**config.mk**
```make
export PLATFORM = sky130hd
export DESIGN_NAME = shift_seq8
export DESIGN_NICKNAME = d
export VERILOG_FILES = /design/src/rtl/shift_seq8.sv
export SDC_FILE = /design/constraint.sdc
export NUM_CORES = 1
export LEC_CHECK = 0
export ABC_AREA = 1
export CAP_MARGIN = 20
export CORE_AREA = 3 3 53 104
export CTS_BUF_LIST = sky130_fd_sc_hd__clkbuf_4 sky130_fd_sc_hd__clkbuf_8
export DETAILED_ROUTE_END_ITERATION = 8
export DIE_AREA = 0 0 56 107
export GPL_TIMING_DRIVEN = 0
export PLACE_DENSITY = 0.54
export SETUP_SLACK_MARGIN = 0.05
export SLEW_MARGIN = 0
export SYNTH_ARGS = -nofsm -noshare
export SYNTH_HDL_FRONTEND = slang
export SYNTH_SLANG_ARGS = --single-unit
export TNS_END_PERCENT = 10
```
**constraint.sdc**
```tcl
create_clock -name clk -period 1.53 [get_ports clk]
set_clock_uncertainty 0.1 [all_clocks]
set_input_delay 0.153 -clock clk [delete_from_list [all_inputs] [get_ports clk]]
set_output_delay 0.153 -clock clk [all_outputs]
set_load 0.03 [all_outputs]
```
**src/rtl/shift_seq8.sv**
```systemverilog
// Multi-cycle 8-bit shifter: LSL/LSR/ASR (and optional ROR) applied MAX_STEP bits per cycle.
// Optional feature: define SHIFT_SEQ8_ROR_EN to make op=11 a rotate-right; otherwise op=11 is LSL.
module shift_seq8 #(
  parameter int unsigned MAX_STEP = 3
) (
  input  logic       clk,
  input  logic       rst,
  input  logic       start,
  input  logic [1:0] op,
  input  logic [7:0] d_in,
  input  logic [2:0] amt,
  output logic       busy,
  output logic       done,
  output logic [7:0] d_out
);

  typedef enum logic [1:0] {
    IDLE  = 2'b00,
    SHIFT = 2'b01,
    DONE  = 2'b10
  } state_t;

  localparam logic [2:0] STEP_MAX = 3'(MAX_STEP);

  state_t     state, state_nx;
  logic [2:0] rem, rem_nx;
  logic [1:0] op_q, op_nx;
  logic [7:0] d_nx;
  logic [2:0] step;
  logic [7:0] shifted;
  logic [7:0] asr_res;

  // step never exceeds rem, so rem - step cannot wrap
  assign step    = (rem > STEP_MAX) ? STEP_MAX : rem;
  assign asr_res = $signed(d_out) >>> step;

  always_comb begin
    shifted = d_out << step;
    case (op_q)
      2'b01:   shifted = d_out >> step;
      2'b10:   shifted = asr_res;
`ifdef SHIFT_SEQ8_ROR_EN
      2'b11:   shifted = 8'({d_out, d_out} >> step);
`endif
      default: shifted = d_out << step;
    endcase
  end

  always_comb begin
    state_nx = state;
    rem_nx   = rem;
    op_nx    = op_q;
    d_nx     = d_out;
    case (state)
      IDLE, DONE: begin
        if (start) begin
          d_nx     = d_in;
          rem_nx   = amt;
          op_nx    = op;
          state_nx = (amt != 3'd0) ? SHIFT : DONE;
        end else if (state == DONE) begin
          state_nx = IDLE;
        end
      end
      SHIFT: begin
        d_nx   = shifted;
        rem_nx = rem - step;
        if (rem <= STEP_MAX) state_nx = DONE;
      end
      default: state_nx = IDLE;
    endcase
  end

  always_ff @(posedge clk) begin
    if (rst) begin
      state <= IDLE;
      rem   <= '0;
      op_q  <= '0;
      d_out <= '0;
    end else begin
      state <= state_nx;
      rem   <= rem_nx;
      op_q  <= op_nx;
      d_out <= d_nx;
    end
  end

  assign busy = (state == SHIFT);
  assign done = (state == DONE);

endmodule

```
# Word-level counts from Yosys, hierarchy flattened
# Index checks and enable logic that the tools add are counted.
[totals] input_bits=16 n_memories=0 word_cells=35 ramBits=0 ff_bits=15 mem_bits_ro=0 output_inout_bits=10 latch_bits=0
[classes] bitwise=0 n_mul=0 div=0 n_eq_ne=7 shifts=3 reduce_logical=7 add_sub_neg=1 n_lt_le_gt_ge=2 muxes=11
[op_table] operator="8-bit case mux with 2 select lines" count=2
[op_table] operator="2-bit 2-to-1 mux" count=4
[op_table] operator="8-bit 2-to-1 mux" count=1
[op_table] operator="8-bit by 3-bit left shift with 8-bit output" count=1
[op_table] operator="8-bit by 3-bit >> shifter with 8-bit output" count=1
[op_table] operator="8-bit by 3-bit >>> shifter with 8-bit output" count=1
[op_table] operator="3-bit 2-to-1 mux" count=2
[op_table] operator="3-bit case mux with 2 select lines" count=1
[op_table] operator="2-bit AND reduction" count=3
[op_table] operator="2-bit by 1-bit == test with 1-bit output (second input constant)" count=2
[op_table] operator="2-bit == test (second input constant)" count=2
[op_table] operator="2-bit case mux with 2 select lines" count=1
[op_table] operator="3-bit by 2-bit > comparator with 1-bit output (second input constant)" count=1
[op_table] operator="3-bit by 2-bit <= comparator with 1-bit output (second input constant)" count=1
[op_table] operator="3-bit inequality test (second input constant)" count=1
[op_table] operator="3-bit nonzero test" count=1
[op_table] operator="3-bit subtractor" count=1
[op_table] operator="2-bit zero test" count=1
[op_table] operator="2-bit by 1-bit inequality test with 1-bit output (second input constant)" count=1
[op_table] operator="2-bit inequality test (second input constant)" count=1
[op_table] operator="2-bit nonzero test" count=1
[op_table] operator="2-bit OR reduction" count=1

# Depth between registers and ports, before layout
# Gate-level depths: netlist (run 1).
[depth] word_depth=5 mapped_depth=10 depth_no_buf=10

# Worst setup path after synthesis (run 1)
# OpenSTA, ideal clock, no wires.
[synth_path] path_kind="flip-flop to flip-flop" startpoint="register op_q[0]" endpoint="register d_out[4]" path_buffers=0 slack_ps=8 required_time_ps=1363 arrival_time_ps=1355 setup_time_ps=67 period_less_slack_ps=1522 stages_incl_launch_ff=11 path_cell_list="dfxtp_1 > inv_1 > ha_1 > inv_1 > nor2_1 > nand3_1 > nand2_1 > nor2_1 > nand2_1 > nand2_1 > a21oi_2"
[synth_between] elab_chain_len=3 elab_cells_between_ends=4 cone_classes="eq/ne (2); mux (2)"
[synth_lines] item="start: declaration" line="27" source="logic [1:0] op_q, op_nx;"
[synth_lines] item="start signal: assignment" line="83" source="op_q <= op_nx;"
[synth_lines] item="2-bit == test or 2-bit by 1-bit == test with 1-bit output (tied branches)" line="39" source="case (op_q)"
[synth_lines] item="8-bit case mux with 2 select lines (*)" line="39"
[synth_lines] item="8-bit case mux with 2 select lines (*)" line="54" source="case (state)"
[synth_lines] item="end signal: assignment" line="84" source="d_out <= d_nx;"
[synth_lines] item="end: declaration" line="14" source="output logic [7:0] d_out"
# Every way passes the cells marked *; elsewhere a longest branch is shown, timed or not.
# A chain may end at the register's enable or synchronous reset.

# Worst setup path in the final report (run 1)
[layout_path] startpoint="register op_q[1]" endpoint="register d_out[6]"
# Same word-level chain as after synthesis.

==> run metrics, run 1 <==
status complete, no violations; Detail Placement HPWL 3060 um; hold depth 3; hold buffers post-CTS 0; Sink Count 15; Rows 36; Synth top cells by count nand2_1 (63), nor2_1 (35), nand3_1 (20); Final min period around 1.5 ns; PD cells 840 nW/um^2; Psw around 570 uW; initial core utilization 0.256; Mapped Area ~1200 sq um; Routed WL about 3900 um; dpl cells 287; Multi-input gate area about 900 sq um; most used flip-flop cell after synthesis dfxtp_1; vias per cell 4.81; r2r endpoint d_out[6]$_SDFFE_PP0P_; total CTS buffers 3; width of the die ~56 um; RSZ-0062 raised after global routing yes; clock power share 0.240; Int Pwr roughly 900 uW; Antenna Cells 0; WL/cell 13.2 um; reg2reg start op_q[1]$_SDFFE_PP0P_; root buf cell clkbuf_8; WHS between 0.3 and 0.4 ns; # nets final 258; DR pass1 iterations 4; combinational share of power 0.435; first-pass GRT wire length around 6400 um; Setup Viol. Count Final 0; WP data arrival between 1.5 and 2 ns; pin count of the biggest net entering global routing 11; Worst Path Max Fanout 6; #FFs+latches synth 15; Hold Path End rem[0]$_SDFFE_PP0P_; Critical Path Start Type register; reg-to-reg slack, setup around 0.037 ns; number of global-route vias before repair between 1,000 and 1,500; worst min path class input port to register; Synthesized Nets 224; sequential-to-total area share from yosys stat 0.241; period utilization 0.975; initial antenna violation count 0; P&R area growth vs syn 38.8%; Final Util 0.355; DR vias roughly 1,400; Hold Crit Start amt[0]; CTS tree yes; Residual DRC 0; share of the synthesized area in the top cell type 0.241; Max Cap Viol 0; H-tree Lvls 1; fin. max-slew vios 0; gr usage total 0.135; fmax ~0.67 GHz; flip-flop and latch area 307 sq um; fin cells about 300; DRT iter0 DRCs 23; Clock Path Buffers 2; R2R depth 7; Async S/R FF share, synth 0; worst relative slew slack 0.784; Clock Pin Slew Worst Setup and Hold Paths ~0.060 ns; top area cells in the synthesized netlist dfxtp_1 (24%), nand2_1 (19%), nor2_1 (11%); actual slew at the worst max-slew pin between 0.3 and 0.4 ns; fillers around 550; Critical Path End Type register; VDD IR-drop max approximately 0.36 mV; count leader, synth nand2_1; Post-Synthesis Cells 205; final RePlAce weighted congestion 0.840; Worst-Skew Late Latency roughly 0.25 ns; switch share 0.395; cell taking the most area after synthesis dfxtp_1; core area 4860 sq um; Final Hold Fails 0; Avg Synthesized Cell Area 6.07 sq um; layout cells sized above 1 0.227; IO Port Bufs 25; setup TNS 0 ns; Pleak between 0.0007 and 0.0008 uW; # IOs 26; die area around 6000 sq um; Seq pwr share 0.325; EDFF count, synth 0; Die H 107 um; synth unique cells 28; Syn. warnings 0; crit path kind register to register; GR Overflow Total 0; CP required approximately 1.6 ns; Antenna Nets Post-Route 0
## power groups by stage
stage | sequential, uW | clock [uW] | combinational, uW
6_report | 471 | 349 | 631
5_1_grt | 478 | 369 | 700
4_1_cts | 471 | 356 | 589
3_5_place_dp | 476 | 0 | 583
3_3_place_gp | 476 | 0 | 583
2_1_floorplan | 505 | 0 | 367
## logic make-up (layout without fill, tap and decap cells)
family / Yosys count / after routing / synth area share
simple gates: 134 / 134 / 0.495
compound gates: 29 / 29 / 0.142
buf+inv: 24 / 57 / 0.0914
flops: 15 / 15 / 0.241
fa+ha+maj: 3 / 3 / 0.0302
## timing repair
action / 4_1_cts / 5_1_grt
resized for setup: 29 / 18
pin swaps: 1 / 5
setup buffers: 0 / 4
endpoints found under the setup margin: 20 / 11
## cell usage in the layout, fill, tap and decap left out, drive strengths merged, types with 2 or more instances in the layout
| master | netlist | final |
|---|---|---|
| nand2 | 72 | 72 |
| nor2 | 38 | 38 |
| nand3 | 20 | 20 |
| inv | 19 | 19 |
| a21oi | 16 | 16 |
| clkdlybuf4s50 | 0 | 15 |
| dfxtp | 15 | 15 |
| dlygate4sd2 | 0 | 8 |
| buf | 4 | 8 |
| o21ai | 7 | 7 |
| clkbuf | 1 | 6 |
| nor3 | 3 | 3 |
| ha | 3 | 3 |
| a211oi | 2 | 2 |
## layout make-up
| type | count | area share |
|---|---|---|
| Tap cell | 57 | 0.0413 |
| Multi-Input combinational cell | 166 | 0.521 |
| Clock buffer | 4 | 0.0282 |
| Buffer | 5 | 0.0319 |
| Sequential cell | 15 | 0.177 |
| Timing Repair Buffer | 29 | 0.156 |
| Inverter | 19 | 0.0442 |
## registers in the layout (all words and copies together) (netlist names)
| register | cells |
|---|---|
| op_q | 2 |
| d_out | 8 |
| rem | 3 |
| state | 2 |
## through the flow
step / area [sq um] / power (uW) / worst slack, ns
finish: 1730 / 1450 / 0.0375
CTS: 1640 / 1420 / 0.00254
detailed placement: 1570 / 1060 / -0.361
floorplan: 1250 / 872 / 0.0304
global route: 1730 / 1550 / -0.0545
global placement: 1570 / 1060 / -0.364
## routing by layer
metal | global-route usage | part of all wire | vias to the layer above
li1 | - | - | 724
met2 | 0.276 | 0.59 | 25
met1 | 0.134 | 0.35 | 662
met4 | 0.0492 | 0.026 | 0
met3 | 0.0120 | 0.028 | 8
met5 | 0 | 0 | -
## critical path, stage by stage (launching register included)
cell and delay, ns:
dfxtp_1 0.38, ha_4 0.24, buf_4 0.15, a21oi_4 0.19, nand3_1 0.11, nand3_1 0.10
nand2_1 0.05, a21oi_1 0.10
## how the worst max path moves through the flow
stage / start / to / slack, ns / cells after the start
detailed placement: state[0]$_SDFFE_PP0P_ / busy / -0.36 / 4
CTS: rem[2]$_SDFFE_PP0P_ / d_out[5]$_SDFFE_PP0P_ / 0.003 / 10
finish: op_q[1]$_SDFFE_PP0P_ / d_out[6]$_SDFFE_PP0P_ / 0.04 / 7
floorplan: op_q[0]$_SDFFE_PP0P_ / d_out[6]$_SDFFE_PP0P_ / 0.03 / 7
global route: state[0]$_SDFFE_PP0P_ / d_out[5]$_SDFFE_PP0P_ / -0.05 / 9
global placement: state[0]$_SDFFE_PP0P_ / busy / -0.36 / 4
Note: power is estimated with default switching activity, not from simulation.
==> inputs of run 2 (changes only) <==
--- a/config.mk
+++ b/config.mk
@@ -7,10 +7,10 @@
 export LEC_CHECK = 0
 export ABC_AREA = 1
 export CAP_MARGIN = 20
-export CORE_AREA = 3 3 53 104
+export CORE_AREA = 3 3 61 91
 export CTS_BUF_LIST = sky130_fd_sc_hd__clkbuf_4 sky130_fd_sc_hd__clkbuf_8
 export DETAILED_ROUTE_END_ITERATION = 8
-export DIE_AREA = 0 0 56 107
+export DIE_AREA = 0 0 64 94
 export GPL_TIMING_DRIVEN = 0
 export PLACE_DENSITY = 0.54
 export SETUP_SLACK_MARGIN = 0.05
==> run metrics, run 2 (synthesis gave the netlist of run 1 again) <==
status complete, no violations; worst-path cell chain inv_2 -> ha_4 -> inv_4 -> nor2_4 -> nand3_2 -> nand2_2 -> nor2_2 -> nand2_1 -> nand2_2 -> a21oi_2; pin count of the biggest net entering global routing 11 (unchanged); fin. max-slew vios 0 (unchanged); root buf cell clkbuf_8; Antenna Cells 0 (unchanged); P&R area growth vs syn 42.1%; WP data arrival 1.58 ns (about the same); DR pass1 iterations 4 (unchanged); core area 4850 sq um (-0.33%); WHS 0.391 ns (-0.000224 ns); hold buffers post-CTS 0 (unchanged); CTS tree yes; gr usage total 0.128 (-0.00703); RSZ-0062 raised after global routing yes; total CTS buffers 3 (unchanged); fmax 0.667 GHz (-0.51%); Setup Viol. Count Final 0 (unchanged); Detail Placement HPWL 2810 um (-8.1%); Hold Crit Start op[0]; max reg flops 8 (unchanged); Most Frequent Cell on Critical Path nand2_2; period utilization 0.981 (+0.00502); DR vias 1,404 (-1.1%); WL/cell 12.5 um (-4.9%); layout cells sized above 1 0.218 (-0.00932); width of the die 64 um (+14%); Antenna Nets Post-Route 0 (unchanged); # IOs 26 (unchanged); CP required 1.61 ns (about the same); first-pass GRT wire length 6150 um (-4.5%); busiest grt layer met2; initial core utilization 0.257 (+0.000859); commonest non-fill, non-tap cell in the layout nand2_1; Routed WL 3820 um (-1.6%); Rows 31 (-14%); Die H 94 um (-12%); worst min path class input port to register; Worst setup startpoint op_q[0]$_SDFFE_PP0P_; final RePlAce weighted congestion 0.845 (+0.66%); # nets final 259 (+0.39%); GR met2 Demand/Resource 0.239 (-0.0365); Clock Path Buffers 2 (unchanged); met3 usage 0.0132 (+0.00113); worst relative slew slack 0.613 (-0.171); Biggest register d_out; power consumption 1470 uW (+1.2%); Top Family by Delay on Critical Path simple AND/OR/NAND/NOR gates; DRT iter0 DRCs 41 (+78%); met1 Use GR 0.143 (+0.00869); Final Hold Fails 0 (unchanged); Sink Count 15 (unchanged); IO Port Bufs 25 (unchanged); actual slew at the worst max-slew pin 0.580 ns (+0.258 ns); number of global-route vias before repair 1,362 (+1.3%); VDD IR-drop max 0.336 mV (-7.4%); Max Cap Viol 0 (unchanged); H-tree Lvls 1 (unchanged); Worst Path Max Fanout 4 (-2); Residual DRC 0 (unchanged); Top Registers d_out: 8 flops, rem: 3 flops; PD cells 830 nW/um^2 (-1.1%); Critical Path Start Type register; Worst-Skew Late Latency 0.25 ns (about the same); CP max-delay cell dfxtp_2; vias per cell 4.60 (-4.3%); Pleak 0.000755 uW (+2.0%); die area 6020 sq um (+0.40%); Critical Path End Type register; initial antenna violation count 0 (unchanged); Largest stage delay, worst path 0.33 ns (-0.05 ns); GR Overflow Total 0 (unchanged); Final min period 1.50 ns (+0.00768 ns); Clock Pin Slew Worst Setup and Hold Paths 0.06 ns (about the same); reg2reg start op_q[0]$_SDFFE_PP0P_; most frequent cells in the layout nand2_1 (59), nor2_1 (33), nand3_1 (19), clkdlybuf4s50_1 (15), a21oi_1 (13); crit path kind register to register; Bufs and invs on worst path 2 (+1)
run 2: per-layer routing:
layer	wire [um]	vias to the layer above
met4	93	0
met3	86	9
li1	-	727
met5	0	-
met1	1560	640
met2	2080	28
run 2: through the flow:
| stage | area (sq um) | cells | setup WS, ns | setup TNS (ns) | util |
|---|---|---|---|---|---|
| after floorplan | 1250 | 205 | 0.0304 | 0 | - |
| after global placement | 1580 | 296 | -0.354 | -2.42 | 0.326 |
| after detailed placement | 1580 | 296 | -0.351 | -2.48 | 0.326 |
| after CTS | 1680 | 300 | 0.0536 | 0 | 0.346 |
| after global routing | 1770 | 305 | -0.0771 | -0.266 | 0.365 |
| final | 1770 | 305 | 0.0298 | 0 | 0.365 |
run 2: repair_timing:
item	CTS	global route
pin swaps	3	5
endpoints found under the setup margin	20	11
endpoints found under the hold margin	0	0
setup buffers	0	4
gates cloned	0	1
resized for setup	35	12
run 2: area by class of cell:
cell class,instances,area [sq um]
Buffer,5,61.3
Clock buffer,4,48.8
Fill cell,526,3080
Inverter,19,76.3
Multi-Input combinational cell,166,905
Sequential cell,15,307
Tap cell,66,82.6
Timing Repair Buffer,30,289
run 2: path summary, 6_finish.rpt:
check / endpoint / slack, ns / cells past startpoint
setup / recovery: d_out[4]$_SDFFE_PP0P_ / 0.03 / 10
hold / removal: op_q[0]$_SDFFE_PP0P_ / 0.39 / 3
setup reg to reg: d_out[4]$_SDFFE_PP0P_ / 0.03 / 10
hold reg to reg: op_q[0]$_SDFFE_PP0P_ / 0.41 / 2
run 2: power by group:
part / internal, uW / switching, uW
clock: 202 / 142
combinational: 265 / 387
sequential: 427 / 46.2
run 2: tightest hold or removal path: stages:
cell             delay [ns]
clkdlybuf4s50_1        0.40
nor2_1                 0.10
a211oi_1               0.05
